## src/rtl/mem_pkg.sv

```systemverilog
// Shared types and defaults for the M-stage data memory access unit.
package mem_pkg;

  // Access size as encoded on MemSizeM; the reserved code behaves as a word.
  typedef enum logic [1:0] {
    SizeByte = 2'b00,
    SizeHalf = 2'b01,
    SizeWord = 2'b10,
    SizeRsvd = 2'b11
  } memSize_e;

  // Bus transaction sequencer states.
  typedef enum logic [1:0] {
    StIdle   = 2'b00,
    StAccess = 2'b01,
    StDone   = 2'b10
  } memState_e;

  // Default number of ACCESS cycles to wait for dm_ack before flagging a bus error.
  localparam int unsigned TimeoutCyclesDefault = 255;

  // Natural alignment: halves on even addresses, words on multiples of four.
  function automatic logic isAligned(memSize_e size, logic [1:0] offset);
    logic ok;
    unique case (size)
      SizeByte: ok = 1'b1;
      SizeHalf: ok = ~offset[0];
      default:  ok = (offset == 2'b00);
    endcase
    return ok;
  endfunction

endpackage

```

## src/rtl/mem_lane_align.sv

```systemverilog
// Little-endian lane steering: store replication, byte enables, load extract/extend.
module mem_lane_align
  import mem_pkg::*;
(
  input  memSize_e    size,
  input  logic [1:0]  offset,
  input  logic        isSigned,
  input  logic [31:0] storeData,
  input  logic [31:0] loadWord,
  output logic [31:0] laneData,
  output logic [3:0]  byteEn,
  output logic [31:0] loadData
);

  logic [7:0]  byteSel;
  logic [15:0] halfSel;

  assign byteSel = loadWord[{offset, 3'b000} +: 8];
  assign halfSel = offset[1] ? loadWord[31:16] : loadWord[15:0];

  // Decode size into lane placement for stores and extraction for loads.
  always_comb begin
    laneData = storeData;
    byteEn   = 4'b1111;
    loadData = loadWord;
    unique case (size)
      SizeByte: begin
        laneData = {4{storeData[7:0]}};
        byteEn   = 4'b0001 << offset;
        loadData = {{24{isSigned & byteSel[7]}}, byteSel};
      end
      SizeHalf: begin
        laneData = {2{storeData[15:0]}};
        byteEn   = offset[1] ? 4'b1100 : 4'b0011;
        loadData = {{16{isSigned & halfSel[15]}}, halfSel};
      end
      default: begin
        laneData = storeData;
        byteEn   = 4'b1111;
        loadData = loadWord;
      end
    endcase
  end

endmodule

```

## src/rtl/mem_access.sv

```systemverilog
// M-stage data memory access: stalls the pipeline around a single registered bus
// request, with alignment checking, lane steering and an ack timeout.
module mem_access
  import mem_pkg::*;
#(
  parameter int unsigned TIMEOUT_CYCLES = TimeoutCyclesDefault
) (
  input  logic        clk,
  input  logic        rst_n,
  input  logic        MemReadM,
  input  logic        MemWriteM,
  input  logic [1:0]  MemSizeM,
  input  logic        MemSignedM,
  input  logic [31:0] ALUOutM,
  input  logic [31:0] WriteDataM,
  output logic [31:0] ReadDataM,
  output logic        StallM,
  output logic        MisalignM,
  output logic        BusErrM,
  output logic        dm_req,
  output logic        dm_we,
  output logic [31:0] dm_addr,
  output logic [31:0] dm_wdata,
  output logic [3:0]  dm_be,
  input  logic [31:0] dm_rdata,
  input  logic        dm_ack
);

  // Counter holds 0..TIMEOUT_CYCLES-1 ACCESS cycles already spent without ack.
  localparam int unsigned CntW = (TIMEOUT_CYCLES > 1) ? $clog2(TIMEOUT_CYCLES) : 1;
  localparam logic [CntW-1:0] CntLast = CntW'(TIMEOUT_CYCLES - 1);

  memState_e      stateQ, stateD;
  memSize_e       sizeIn, sizeQ, alignSize;
  logic [1:0]     offQ, alignOff;
  logic           signedQ, isReadQ, busErrQ;
  logic [CntW-1:0] cntQ;
  logic [31:0]    dataQ;

  logic           accessReq, alignedIn, startAcc, timeoutHit;
  logic [31:0]    laneData, loadData;
  logic [3:0]     byteEn;

  assign sizeIn     = memSize_e'(MemSizeM);
  assign accessReq  = MemReadM | MemWriteM;
  assign alignedIn  = isAligned(sizeIn, ALUOutM[1:0]);
  assign startAcc   = (stateQ == StIdle) && accessReq && alignedIn;
  assign timeoutHit = (stateQ == StAccess) && !dm_ack && (cntQ == CntLast);

  // In IDLE the steering works on the incoming access; afterwards on the latched one.
  assign alignSize = (stateQ == StIdle) ? sizeIn : sizeQ;
  assign alignOff  = (stateQ == StIdle) ? ALUOutM[1:0] : offQ;

  mem_lane_align u_lane_align (
    .size      (alignSize),
    .offset    (alignOff),
    .isSigned  (signedQ),
    .storeData (WriteDataM),
    .loadWord  (dm_rdata),
    .laneData  (laneData),
    .byteEn    (byteEn),
    .loadData  (loadData)
  );

  // State register.
  always_ff @(posedge clk or negedge rst_n) begin
    if (!rst_n) begin
      stateQ <= StIdle;
    end else begin
      stateQ <= stateD;
    end
  end

  // Next-state: an ack wins over a simultaneous timeout since both lead to DONE.
  always_comb begin
    stateD = stateQ;
    unique case (stateQ)
      StIdle:   if (startAcc) stateD = StAccess;
      StAccess: if (dm_ack || timeoutHit) stateD = StDone;
      StDone:   stateD = StIdle;
      default:  stateD = StIdle;
    endcase
  end

  // Pipeline-facing outputs.
  always_comb begin
    StallM    = startAcc || (stateQ == StAccess);
    MisalignM = (stateQ == StIdle) && accessReq && !alignedIn;
    BusErrM   = (stateQ == StDone) && busErrQ;
    ReadDataM = (stateQ == StDone) ? dataQ : 32'h0;
  end

  // Bus request, latched access attributes, wait counter and captured load data.
  always_ff @(posedge clk or negedge rst_n) begin
    if (!rst_n) begin
      dm_req   <= 1'b0;
      dm_we    <= 1'b0;
      dm_addr  <= 32'h0;
      dm_wdata <= 32'h0;
      dm_be    <= 4'h0;
      sizeQ    <= SizeByte;
      offQ     <= 2'b00;
      signedQ  <= 1'b0;
      isReadQ  <= 1'b0;
      busErrQ  <= 1'b0;
      cntQ     <= '0;
      dataQ    <= 32'h0;
    end else if (startAcc) begin
      dm_req   <= 1'b1;
      dm_we    <= !MemReadM;  // a load wins when both strobes are set
      dm_addr  <= {ALUOutM[31:2], 2'b00};
      dm_wdata <= laneData;
      dm_be    <= byteEn;
      sizeQ    <= sizeIn;
      offQ     <= ALUOutM[1:0];
      signedQ  <= MemSignedM;
      isReadQ  <= MemReadM;
      busErrQ  <= 1'b0;
      cntQ     <= '0;
      dataQ    <= 32'h0;
    end else if (stateQ == StAccess) begin
      if (dm_ack) begin
        dm_req <= 1'b0;
        dm_we  <= 1'b0;
        dataQ  <= isReadQ ? loadData : 32'h0;
      end else if (timeoutHit) begin
        dm_req  <= 1'b0;
        dm_we   <= 1'b0;
        busErrQ <= 1'b1;
        dataQ   <= 32'h0;
      end else begin
        cntQ <= cntQ + 1'b1;
      end
    end
  end

endmodule

```

## config.mk

```make
export PLATFORM = sky130hd
export DESIGN_NAME = mem_access
export DESIGN_NICKNAME = d
export VERILOG_FILES = /design/src/rtl/mem_pkg.sv /design/src/rtl/mem_lane_align.sv /design/src/rtl/mem_access.sv
export SDC_FILE = /design/constraint.sdc
export NUM_CORES = 1
export LEC_CHECK = 0
export ABC_AREA = 0
export BUFFER_PORTS_ARGS = -buffer_cell sky130_fd_sc_hd__buf_2
export CELL_PAD_IN_SITES_DETAIL_PLACEMENT = 2
export CELL_PAD_IN_SITES_GLOBAL_PLACEMENT = 2
export CORE_MARGIN = 4
export CORE_UTILIZATION = 26
export DETAILED_ROUTE_END_ITERATION = 10
export PLACE_DENSITY_LB_ADDON = 0.05
export SYNTH_ARGS = -nofsm -noshare
export SYNTH_HDL_FRONTEND = slang
export SYNTH_SLANG_ARGS = --single-unit
export TNS_END_PERCENT = 50
```

## constraint.sdc

```tcl
create_clock -name clk -period 2.4 [get_ports clk]
set_input_delay 0.12 -clock clk [delete_from_list [all_inputs] [get_ports clk]]
set_output_delay 0.12 -clock clk [all_outputs]
set_load 0.005 [all_outputs]
```

## Word-level counts from Yosys, hierarchy flattened

Cells that the tools add are included.

- Bitwise logic cells: 4
- Reduce and logical (&&, ||, !) cells: 22
- Eq/ne operators: 9
- Shift-type cells: 2
- $add $sub $neg: 1
- Mux-type cells: 30

Operators with widths:

| operator | number |
|---|---|
| 32-bit 2-to-1 mux | 6 |
| 32-bit case mux with 2 select lines | 2 |
| 8-bit 2-to-1 mux | 4 |
| 32-bit by 6-bit variable part select with 8-bit output | 1 |
| 16-bit 2-to-1 mux | 1 |
| 1-bit 2-to-1 mux | 9 |
| 8-bit by 1-bit adder with 8-bit output, second input constant | 1 |
| 8-bit equality test, second input constant | 1 |
| 2-bit zero test | 4 |
| 2-bit 2-to-1 mux | 4 |
| 4-bit case mux with 2 select lines | 1 |
| 2-bit by 1-bit equality test with 1-bit output, second input constant | 3 |
| 1-bit logical AND | 6 |
| 2-bit inequality test, second input constant | 3 |
| 3-bit AND reduction | 2 |
| 4-bit 2-to-1 mux | 1 |
| 2-bit case mux with 2 select lines | 1 |
| 2-bit AND reduction | 2 |
| 2-bit nonzero test | 2 |
| 1-bit by 2-bit left shift with 4-bit output, first input constant | 1 |
| 1-bit zero test | 3 |
| 3-bit nonzero test | 1 |
| 1-bit bitwise AND | 2 |
| 2-bit equality test, second input constant | 1 |
| 5 further kinds | 6 |

- Logic and storage cells: 81
- Bits of input ports: 104
- Flip-flop bits (word level): 117
- Output and inout port bits: 105

## Longest topological paths before layout

Gate-level depths: netlist of run 1.

- Depth in word-level cells: 9
- Mapped depth: 10
- Depth with buffers taken out: 9

## Cells and area by module

Synthesis of run 1 repeated with hierarchy kept, for this count alone.

- Cells, all modules: 589
- Area, all modules: 6458.7 sq um

By module, submodules not included:

| module | cells an instance | area each (sq um) | instances | sequential area each (sq um) |
|---|---|---|---|---|
| mem_access | 413 | 5230.0 | 1 | 2927.8 |
| mem_lane_align | 176 | 1228.7 | 1 | 0.0 |

## Least setup slack after synthesis of run 1

No wires, ideal clock.

- Path type: register to register
- From: register stateQ[1]
- To: register dataQ[22]
- Stages on the path, launching flop included: 10
- Clock period less this slack: 2.277 ns
- Data required time: 2.334 ns
- Slack: 0.123 ns
- Arrival: 2.210 ns
- Cells stage by stage: dfrtp_1 buf_2 or2_1 buf_6 mux2_2 nand2_1 a31o_2 a2111oi_4 buf_6 a221o_1

- Cells in the longest elaborated chain, start to end: 9

Ends and longest elaborated chain:

| element | line | RTL |
|---|---|---|
| start, declared | mem_access.sv:33 | `memState_e stateQ, stateD;` |
| start signal, assigned | mem_access.sv:68 | `stateQ <= StIdle;` |
| start signal, assigned | mem_access.sv:70 | `stateQ <= stateD;` |
| 2-bit zero test | mem_access.sv:47, mem_access.sv:51, mem_access.sv:52 |  |
| 2-bit 2-to-1 mux | mem_access.sv:52 | `assign alignOff = (stateQ == StIdle) ? ALUOutM[1:0] : offQ;` |
| 32-bit by 6-bit variable part select with 8-bit output / 16-bit 2-to-1 mux (equally long branches) | mem_lane_align.sv:18, mem_lane_align.sv:19 |  |
| 1-bit bitwise AND, on equally long branches | mem_lane_align.sv:30, mem_lane_align.sv:35 |  |
| 32-bit case mux with 2 select lines | mem_lane_align.sv:26 | `unique case (size)` |
| 32-bit 2-to-1 mux | mem_access.sv:125 | `dataQ <= isReadQ ? loadData : 32'h0;` |
| 32-bit 2-to-1 mux | mem_access.sv:122 | `if (dm_ack) begin` |
| 32-bit 2-to-1 mux | mem_access.sv:121 | `end else if (stateQ == StAccess) begin` |
| 32-bit 2-to-1 mux | mem_access.sv:108 | `end else if (startAcc) begin` |
| end signal, assigned | mem_access.sv:125 |  |
| end, declared | mem_access.sv:38 | `logic [31:0] dataQ;` |

Parallel ways exist; a longest one is shown, timed or not. The select of a mux whose other input is x is not followed.
A chain may end at the register's enable or synchronous reset.

## Worst setup path in the final report of run 1

- From: register stateQ[1]
- To: register dataQ[8]

- Cells in the longest elaborated chain, start to end: 9

Ends and longest elaborated chain:

| element | line | RTL |
|---|---|---|
| 2-bit zero test | mem_access.sv:47, mem_access.sv:51, mem_access.sv:52 |  |
| 2-bit 2-to-1 mux | mem_access.sv:52 |  |
| 32-bit by 6-bit variable part select with 8-bit output | mem_lane_align.sv:18 | `assign byteSel = loadWord[{offset, 3'b000} +: 8];` |
| 1-bit bitwise AND | mem_lane_align.sv:30 | `loadData = {{24{isSigned & byteSel[7]}}, byteSel};` |
| 32-bit case mux with 2 select lines | mem_lane_align.sv:26 |  |
| 32-bit 2-to-1 mux | mem_access.sv:125 |  |
| 32-bit 2-to-1 mux | mem_access.sv:122 |  |
| 32-bit 2-to-1 mux | mem_access.sv:121 |  |
| 32-bit 2-to-1 mux | mem_access.sv:108 |  |

Parallel ways exist; a longest one is shown, timed or not. The select of a mux whose other input is x is not followed.

==> results of run 1 <==
-- final timing paths --
kind | end | slack (ns) | depth (start not counted)
setup / recovery | dataQ[8] | 0.11 | 9
hold / removal | dataQ[30] | 0.03 | 2
setup reg to reg | dataQ[8] | 0.11 | 9
hold reg to reg | dm_addr[4] | 0.47 | 2
max in group asynchronous | dm_we | 1.46 | 3
min in group asynchronous | dataQ[1] | 0.22 | 2
-- power breakdown --
part / switching, mW / internal (mW) / total (mW)
registers: 0.438 / 2.70 / 3.14
clock network: 0.972 / 1.51 / 2.48
logic: 1.96 / 1.50 / 3.47
-- registers in the layout, summed over array words and instances, names as in the netlist, 2 cells and up --
register / count
cntQ: 8
stateQ: 2
dm_be: 4
sizeQ: 2
dm_addr: 30
dataQ: 32
dm_wdata: 32
offQ: 2
-- worst max-delay path, stage by stage (launching register included) --
cell	delay, ns
dfrtp_1	0.40
or2_1	0.28
buf_4	0.17
a31oi_4	0.19
o221ai_2	0.13
buf_4	0.17
a311oi_4	0.47
a221oi_1	0.13
buf_4	0.17
o21ai_1	0.11
-- stage by stage --
step	area (um^2)	utilization [%]	TNS, ns
final	8520	40.4	0
after global routing	8520	40.4	0
after CTS	8490	40.3	-0.0186
after detailed placement	7170	34.0	-4.26
after global placement	7170	34.0	-2.34
after floorplan	5590	-	0
-- layout by cell type, fill, tap and decap left out, types with 8 or more instances in the layout --
cell / netlist / layout
a21oi_1: 9 / 8
a221o_1: 23 / 23
a221oi_1: 10 / 10
a222oi_1: 8 / 8
a31oi_1: 26 / 26
and2_1: 35 / 35
buf_2: 3 / 205
buf_4: 2 / 42
clkbuf_16: 0 / 18
dfrtp_1: 117 / 117
dlygate4sd3_1: 0 / 72
inv_1: 8 / 8
nand2_1: 196 / 196
nor2_1: 31 / 29
o21ai_0: 10 / 9
o21ai_1: 19 / 20
-- what timing repair did --
item	in CTS	in global routing
pin swaps	1	0
endpoints found under the hold margin	101	0
buffers inserted	1	0
setup endpoints to repair	18	3
gates resized for setup	2	4
hold buffers	72	0
gates cloned	0	1
-- cell type report --
type | instances | area share, %
multi-input cells | 441 | 29.2
flip-flops and latches | 117 | 34.4
repair buffers | 324 | 25.3
inverters | 8 | 0.353
clock inverters | 11 | 1.19
clock buffers | 21 | 5.52
well taps | 275 | 4.04
-- metal layers --
| layer | track usage, % | wire (um) | up-vias |
|---|---|---|---|
| li1 | - | - | 2717 |
| met1 | 25.2 | 10300 | 2973 |
| met2 | 35.5 | 12200 | 152 |
| met3 | 4.03 | 1180 | 19 |
| met4 | 5.13 | 284 | 0 |
| met5 | 0 | 0 | - |
-- logic make-up (layout without fill, tap and decap cells) --
family	after synthesis	count (layout)	synth area share [%]
buffers and inverters	49	364	3.76
other	1	2	0.0672
AOI/OAI and AO/OA	136	136	18.9
xor gates and xnor gates	5	5	0.784
and+or+nand+nor	291	291	22.4
muxes	5	5	1.17
adders and majority gates	2	2	0.448
DFF	117	117	52.4
==> metrics, run 1 <==
status completed; Cell Count Post-Placement 1091; Diodes inserted 0; Core Region ~21000 um^2; top cells by count, synth 196 x nand2_1, 117 x dfrtp_1, 35 x and2_1; number of buffers added on ports a little over 200; Arr. time, crit path 2.63 ns; skew final between 0.01 and 0.015 ns; reg2reg start stateQ[1]; sequential share of the synthesized area 52.4%; FF/Latch Area around 2900 um^2; Place WS -0.275 ns; # setup viols final 0; cell count after synthesis 606; Design Power 9.08 mW; Rel. slew slack 66.6%; DP HPWL between 15000 and 20000 um; setup slack after layout about 0.11 ns; number of synthesized flops with an enable pin 0; Yosys cell types 50; Max Fanout on Critical Path 8; DRT Wirelength 24000 um; DR pass1 iterations 5; Min Hold Slack approximately 0.031 ns; RSZ-0062 raised after global routing false; CTS Sinks approximately 120; initial antenna violation count 0; Synth area leader dfrtp_1; kind of end point of the critical path flop; Die Y 155 um; Slew Limit Fails 0; Final Hold Viols 0; WP data required 2.74 ns; Multi-input gate area approximately 2500 um^2; peak supply drop between 0.5 and 0.6 mV; top_reg_cell synth dfrtp_1; Cell Pwr Density 1070 nW/um^2; FFs w/ async S/R, synth 100%; Mapped Avg Cell Area 9.21 um^2; DRC violations left 0; largest net degree at the start of global routing 88; vias post-DR between 5000 and 6000; die footprint between 20000 and 25000 um^2; # nets final 1015; Reg clk slew, reported paths 0.06 ns; Tmin final 2.29 ns; grt ovf 0; critical path class reg2reg; vias in the first global route 6641; Vias/cell roughly 4.9; Ports 209; area share of the largest cell type after synthesis 52.4%; LEAKAGE between 4 and 5 nW; fmax roughly 440 MHz; Worst-Skew Late Latency 0.42 ns; fin cells 1197; Slew @ Worst Pin 0.501 ns; layout cells sized above 1 32.2%; Area growth syn-to-layout 52.5%; Fill cells 2322; clk buf depth 2; Yosys Warn Count 0; final worst-path cycle share 95.5%; Max Cap Viol 0; TritonCTS clock tree yes; routability cong. 0.809; total CTS buffers 17; HP Start dm_rdata[30]; Area contributors post-synth dfrtp_1 52%, nand2_1 13%, a221o_1 4.1%; cell with the most instances after synthesis nand2_1; Mapped Area 5580 um^2; wire per inst around 20 um; Iter 0 DRT Violations roughly 270; CTS HTree Levels 4; GRT Util Overall 20.1%; Worst setup startpoint stateQ[1]; Root Driver clkbuf_16; Min-Delay Path Class in2reg; Initial Util 26.5%; Seq cells post-synth 117; Post-DRT Antenna Nets 0; Die Wd roughly 150 um; type of origin of the critical path flop; Cell Rows 53; global-route wire length before repair 38200 um
(Power assumes the default switching activity.)
==> run 2: changes to the inputs <==
--- a/config.mk
+++ b/config.mk
@@ -7,10 +7,8 @@
 export LEC_CHECK = 0
 export ABC_AREA = 0
 export BUFFER_PORTS_ARGS = -buffer_cell sky130_fd_sc_hd__buf_2
-export CELL_PAD_IN_SITES_DETAIL_PLACEMENT = 2
-export CELL_PAD_IN_SITES_GLOBAL_PLACEMENT = 2
 export CORE_MARGIN = 4
-export CORE_UTILIZATION = 26
+export CORE_UTILIZATION = 36
 export DETAILED_ROUTE_END_ITERATION = 10
 export PLACE_DENSITY_LB_ADDON = 0.05
 export SYNTH_ARGS = -nofsm -noshare
==> metrics, run 2 (same netlist as run 1, synthesis figures left out) <==
Die Wd 133 um (-14%); WP data required 2.69 ns (-0.05 ns); r2r worst-path depth 7 (-2); sw frac 33.3% (-3.9 points); Initial Util 36.7% (+10 points); Slew Limit Fails 0 (unchanged); Ports 209 (unchanged); status completed; Cell Rows 45 (-15%); Max Cap Viol 0 (unchanged); Cell Pwr Density 1080 nW/um^2 (+1.3%); placed standard-cell area 6940 um^2 (-3.2%); skew final 0.00752 ns (-0.00465 ns); vias post-DR 5652 (-3.6%); total CTS buffers 17 (unchanged); layout cells sized above 1 30.8% (-1.4 points); Vias/cell 5.13 (+4.7%); DRT Wirelength 18800 um (-22%); vias in the first global route 5736 (-14%); Rel. slew slack 21.2% (-45 points); CTS HTree Levels 4 (unchanged); Tmin final 2.28 ns (-0.0159 ns); NetSw 3.03 mW (-10%); RSZ-0062 raised after global routing true; commonest non-fill, non-tap cell in the layout buf_2; critical path class reg2reg; Max Fanout on Critical Path 16 (+8); Arr. time, crit path 2.57 ns (-0.06 ns); DR pass1 iterations 5 (unchanged); Top Registers dataQ x32, dm_wdata x32, dm_addr x30; Reg clk slew, reported paths 0.05 ns (about the same); Fill cells 1367 (-41%); DRC violations left 0 (unchanged); Iter 0 DRT Violations 340 (+24%); global-route wire length before repair 29800 um (-22%); Cell Count Post-Placement 989 (-9.3%); Hold Crit Depth 2 (unchanged); FF/Latch Area 2930 um^2 (about the same); Post-DRT Antenna Nets 0 (unchanged); Root Driver clkbuf_16; DP HPWL 13000 um (-23%); most frequent cells in the layout 205 x buf_2, 196 x nand2_1, 116 x dfrtp_1; die footprint 17600 um^2 (-26%); CTS Sinks 117 (unchanged); TNS Setup 0 ns (unchanged); Multi-input gate area 2460 um^2 (-0.91%); Int Pwr 6.07 mW (+6.4%); Slew @ Worst Pin 1.18 ns (+0.682 ns); TritonCTS clock tree yes; combinational power share 35.0% (-3.2 points); sequential power share 34.6% (about the same); clk buf depth 2 (unchanged); initial antenna violation count 0 (unchanged); # nets final 1008 (-0.69%); type of origin of the critical path flop; Finished Cell Area 8420 um^2 (-1.1%); Die Y 133 um (-14%); Worst-Skew Late Latency 0.41 ns (about the same); fin cells 1102 (-7.9%); Area growth syn-to-layout 50.8%; grt ovf 0 (unchanged); final worst-path cycle share 94.8% (-0.66 points); wire per inst 17.0 um (-15%); Min-Delay Path Class in2reg; kind of end point of the critical path flop; GRT Util Overall 21.2% (+1.1 points); largest net degree at the start of global routing 87 (-1.1%); Design Power 9.10 mW (+0.17%); clock power share 30.4% (+3.1 points); number of buffers added on ports 206 (unchanged); reg2reg setup slack 0.12 ns (+0.02 ns); Core Region 15200 um^2 (-28%); routability cong. 0.896 (+11%); Final Hold Viols 0 (unchanged); # setup viols final 0 (unchanged); peak supply drop 0.544 mV (-7.2%); fmax 439 MHz (+0.70%); LEAKAGE 4.30 nW (about the same)
run 2: routing by layer:
layer  up-vias  routed length (um)  global-route usage [%]  share of wire (%)
met5         -                   0                       0                  0
met4         0                 370                    7.68                2.0
li1       2706                   -                       -                  -
met1      2687                8180                    27.3                 44
met3        37                1340                    6.08                7.1
met2       222                8880                    34.1                 47
run 2: cell type report:
cell class / count / share of cell area [%]
diodes: 1 / 0.0297
clock buffers: 20 / 5.54
clock inverters: 10 / 2.11
inverters: 8 / 0.357
multi-input cells: 441 / 29.2
flip-flops and latches: 117 / 34.8
well taps: 188 / 2.79
repair buffers: 317 / 25.1
run 2: critical path, stage by stage (launching register included):
cell	delay [ns]
dfrtp_1	0.46
or3b_1	0.44
nand3_1	0.12
a21oi_1	0.07
o32ai_1	0.46
a2111oi_4	0.16
buf_12	0.18
a221o_1	0.27
run 2: final timing paths:
kind	start	to
max	stateQ[0]	dataQ[29]
min	dm_rdata[30]	dataQ[30]
max reg2reg	stateQ[0]	dataQ[29]
max in group asynchronous	rst_n	dm_addr[13]
min reg2reg	dm_addr[31]	dm_addr[31]
min in group asynchronous	rst_n	dataQ[2]
run 2: power groups by stage:
stage          registers (mW)  logic, mW  clock network (mW)
2_1_floorplan            3.13       1.60                   0
3_3_place_gp             3.16       2.92                   0
3_5_place_dp             3.16       2.97                   0
4_1_cts                  3.16       3.15                2.82
5_1_grt                  3.25       3.54                2.91
6_report                 3.15       3.18                2.77
run 2: through the flow:
stage	setup WS (ns)	util, %	hold WS [ns]
6_report	0.124	55.4	0.0178
5_1_grt	-0.109	55.4	0.00187
3_3_place_gp	0.205	45.7	0.0597
3_5_place_dp	0.123	45.7	0.0626
4_1_cts	0.0452	55.0	0.00202
2_1_floorplan	0.123	-	-0.176
run 2: timing repair:
item                       in CTS  in global routing
hold buffers                   78                  0
setup buffers                   0                  2
setup endpoints to repair       0                 31
hold endpoints to repair      145                  0
gates resized for setup         0                  3
==> run 3: changes to the inputs <==
--- a/config.mk
+++ b/config.mk
@@ -9,6 +9,7 @@
 export BUFFER_PORTS_ARGS = -buffer_cell sky130_fd_sc_hd__buf_2
 export CORE_MARGIN = 4
 export CORE_UTILIZATION = 36
+export CTS_BUF_LIST = sky130_fd_sc_hd__clkbuf_4
 export DETAILED_ROUTE_END_ITERATION = 10
 export PLACE_DENSITY_LB_ADDON = 0.05
 export SYNTH_ARGS = -nofsm -noshare
==> metrics, run 3 (same netlist as run 1, synthesis figures left out) <==
status completed; setup slack after layout 0.109 ns (-0.0148 ns); skew final 0.0180 ns (+0.0105 ns); GRT Util Overall 21.6% (+0.47 points); peak supply drop 0.391 mV (-28%); routability cong. 0.896 (unchanged); reg2reg setup slack 0.11 ns (about the same); reg2reg start stateQ[1]; DRT Wirelength 18900 um (+0.90%); TNS Setup 0 ns (unchanged); final worst-path cycle share 95.5% (+0.62 points); largest net degree at the start of global routing 50 (-43%); Initial Util 36.7% (unchanged); Slew Limit Fails 0 (unchanged); fmax 437 MHz (-0.65%); WP data required 2.86 ns (+0.17 ns); # setup viols final 0 (unchanged); critical path class reg2reg; Reg clk slew, reported paths 0.11 ns (+0.06 ns); Tmin final 2.29 ns (+0.0148 ns); Cell Count Post-Placement 989 (unchanged); number of buffers added on ports 206 (unchanged); Top Registers dataQ x32, dm_wdata x32, dm_addr x30; CTS Sinks 117 (unchanged); Final Hold Viols 0 (unchanged); clk buf depth 2 (unchanged); Place WS 0.123 ns (unchanged); Cell Rows 45 (unchanged); wire per inst 16.6 um (-2.3%); total CTS buffers 17 (unchanged); vias in the first global route 5937 (+3.5%); Area growth syn-to-layout 52.3%; DRC violations left 0 (unchanged); Design Power 8.09 mW (-11%); Die Y 133 um (unchanged); Die Wd 133 um (unchanged); Ports 209 (unchanged); Rel. slew slack 23.1% (+1.9 points); Min-Delay Path Class in2async; die footprint 17600 um^2 (unchanged); # nets final 1045 (+3.7%); r2r endpoint dm_wdata[17]; most frequent cells in the layout 205 x buf_2, 196 x nand2_1, 115 x dfrtp_1; r2r worst-path depth 7 (unchanged); Slew @ Worst Pin 1.15 ns (-0.0285 ns); vias post-DR 5793 (+2.5%); global-route wire length before repair 30500 um (+2.5%); Vias/cell 5.09 (-0.75%); fin cells 1138 (+3.3%); Diodes inserted 0 (-1); Max Cap Viol 0 (unchanged); Post-DRT Antenna Nets 0 (unchanged); Worst-Skew Late Latency 0.52 ns (+0.11 ns); kind of end point of the critical path flop; grt ovf 0 (unchanged); layout cells sized above 1 29.9% (-0.88 points); initial antenna violation count 0 (unchanged); DR pass1 iterations 5 (unchanged); type of origin of the critical path flop; Cell Pwr Density 951 nW/um^2 (-12%); Final Core Density 55.9% (+0.56 points); Max Fanout on Critical Path 16 (unchanged); commonest non-fill, non-tap cell in the layout buf_2; LEAKAGE 4.32 nW (+0.41%); Iter 0 DRT Violations 356 (+4.7%); CTS HTree Levels 4 (unchanged); DP HPWL 13000 um (unchanged); Core Region 15200 um^2 (unchanged); TritonCTS clock tree yes; Arr. time, crit path 2.75 ns (+0.18 ns); Root Driver clkbuf_4
run 3: cell types whose count changed in the layout (fill, tap and decap cells not counted), sizes merged:
cell         change
clkbuf           -3
bufbuf           +1
dlygate4sd3     +36
clkinv           +3
diode            -1
run 3: how the worst max path moves through the flow:
stage	endpoint	start	slack (ns)
after CTS	StallM	stateQ[1]	0.01
after detailed placement	dataQ[27]	stateQ[1]	0.12
final	dm_wdata[17]	stateQ[1]	0.11
after global routing	dm_wdata[17]	stateQ[1]	-0.00002
after floorplan	dataQ[22]	stateQ[1]	0.12
after global placement	dataQ[19]	stateQ[1]	0.20
run 3: repair_timing:
| action | 4_1_cts | 5_1_grt |
|---|---|---|
| endpoints found under the hold margin | 220 | 0 |
| cloned | 1 | 1 |
| setup buffers | 0 | 3 |
| pin swaps | 0 | 0 |
| resized for setup | 0 | 7 |
| hold buffers | 114 | 0 |
| endpoints found under the setup margin | 1 | 35 |
run 3: per-layer routing:
metal,up-vias,global-route usage (%),part of all wire [%],wire length [um]
met4,0,8.14,2.7,514
li1,2781,-,-,-
met1,2720,27.8,43,8210
met3,46,5.55,6.9,1310
met5,-,0,0,0
met2,246,35.3,47,8900
run 3: worst max-delay path, stage by stage, from the launching register on:
cell and delay (ns):
dfrtp_2 0.47, or2_1 0.28, buf_4 0.18, mux2_2 0.30
buf_6 0.20, nand2_1 0.07, a31oi_1 0.16, dlygate4sd3_1 0.57
run 3: layout make-up:
class / count / area [um^2]
Tap cell: 188 / 235
Sequential cell: 117 / 2930
Multi-Input combinational cell: 441 / 2480
Clock buffer: 17 / 128
Fill cell: 1381 / 6700
Inverter: 8 / 30.0
Clock inverter: 13 / 189
Timing Repair Buffer: 354 / 2510
run 3: per-stage QoR:
| stage | area [um^2] | hold WS, ns |
|---|---|---|
| 3_3_place_gp | 6940 | 0.0597 |
| 3_5_place_dp | 6940 | 0.0626 |
| 4_1_cts | 8430 | 0.0144 |
| 2_1_floorplan | 5590 | -0.176 |
| 6_report | 8500 | 0.0490 |
| 5_1_grt | 8500 | 0.0454 |
run 3: where the power goes:
part | total, mW | switching, mW | leakage, nW | internal (mW)
clock | 1.64 | 0.734 | 0.169 | 0.902
combinational | 3.32 | 1.73 | 2.67 | 1.59
sequential | 3.13 | 0.441 | 1.48 | 2.69
total | 8.09 | 2.90 | 4.32 | 5.18
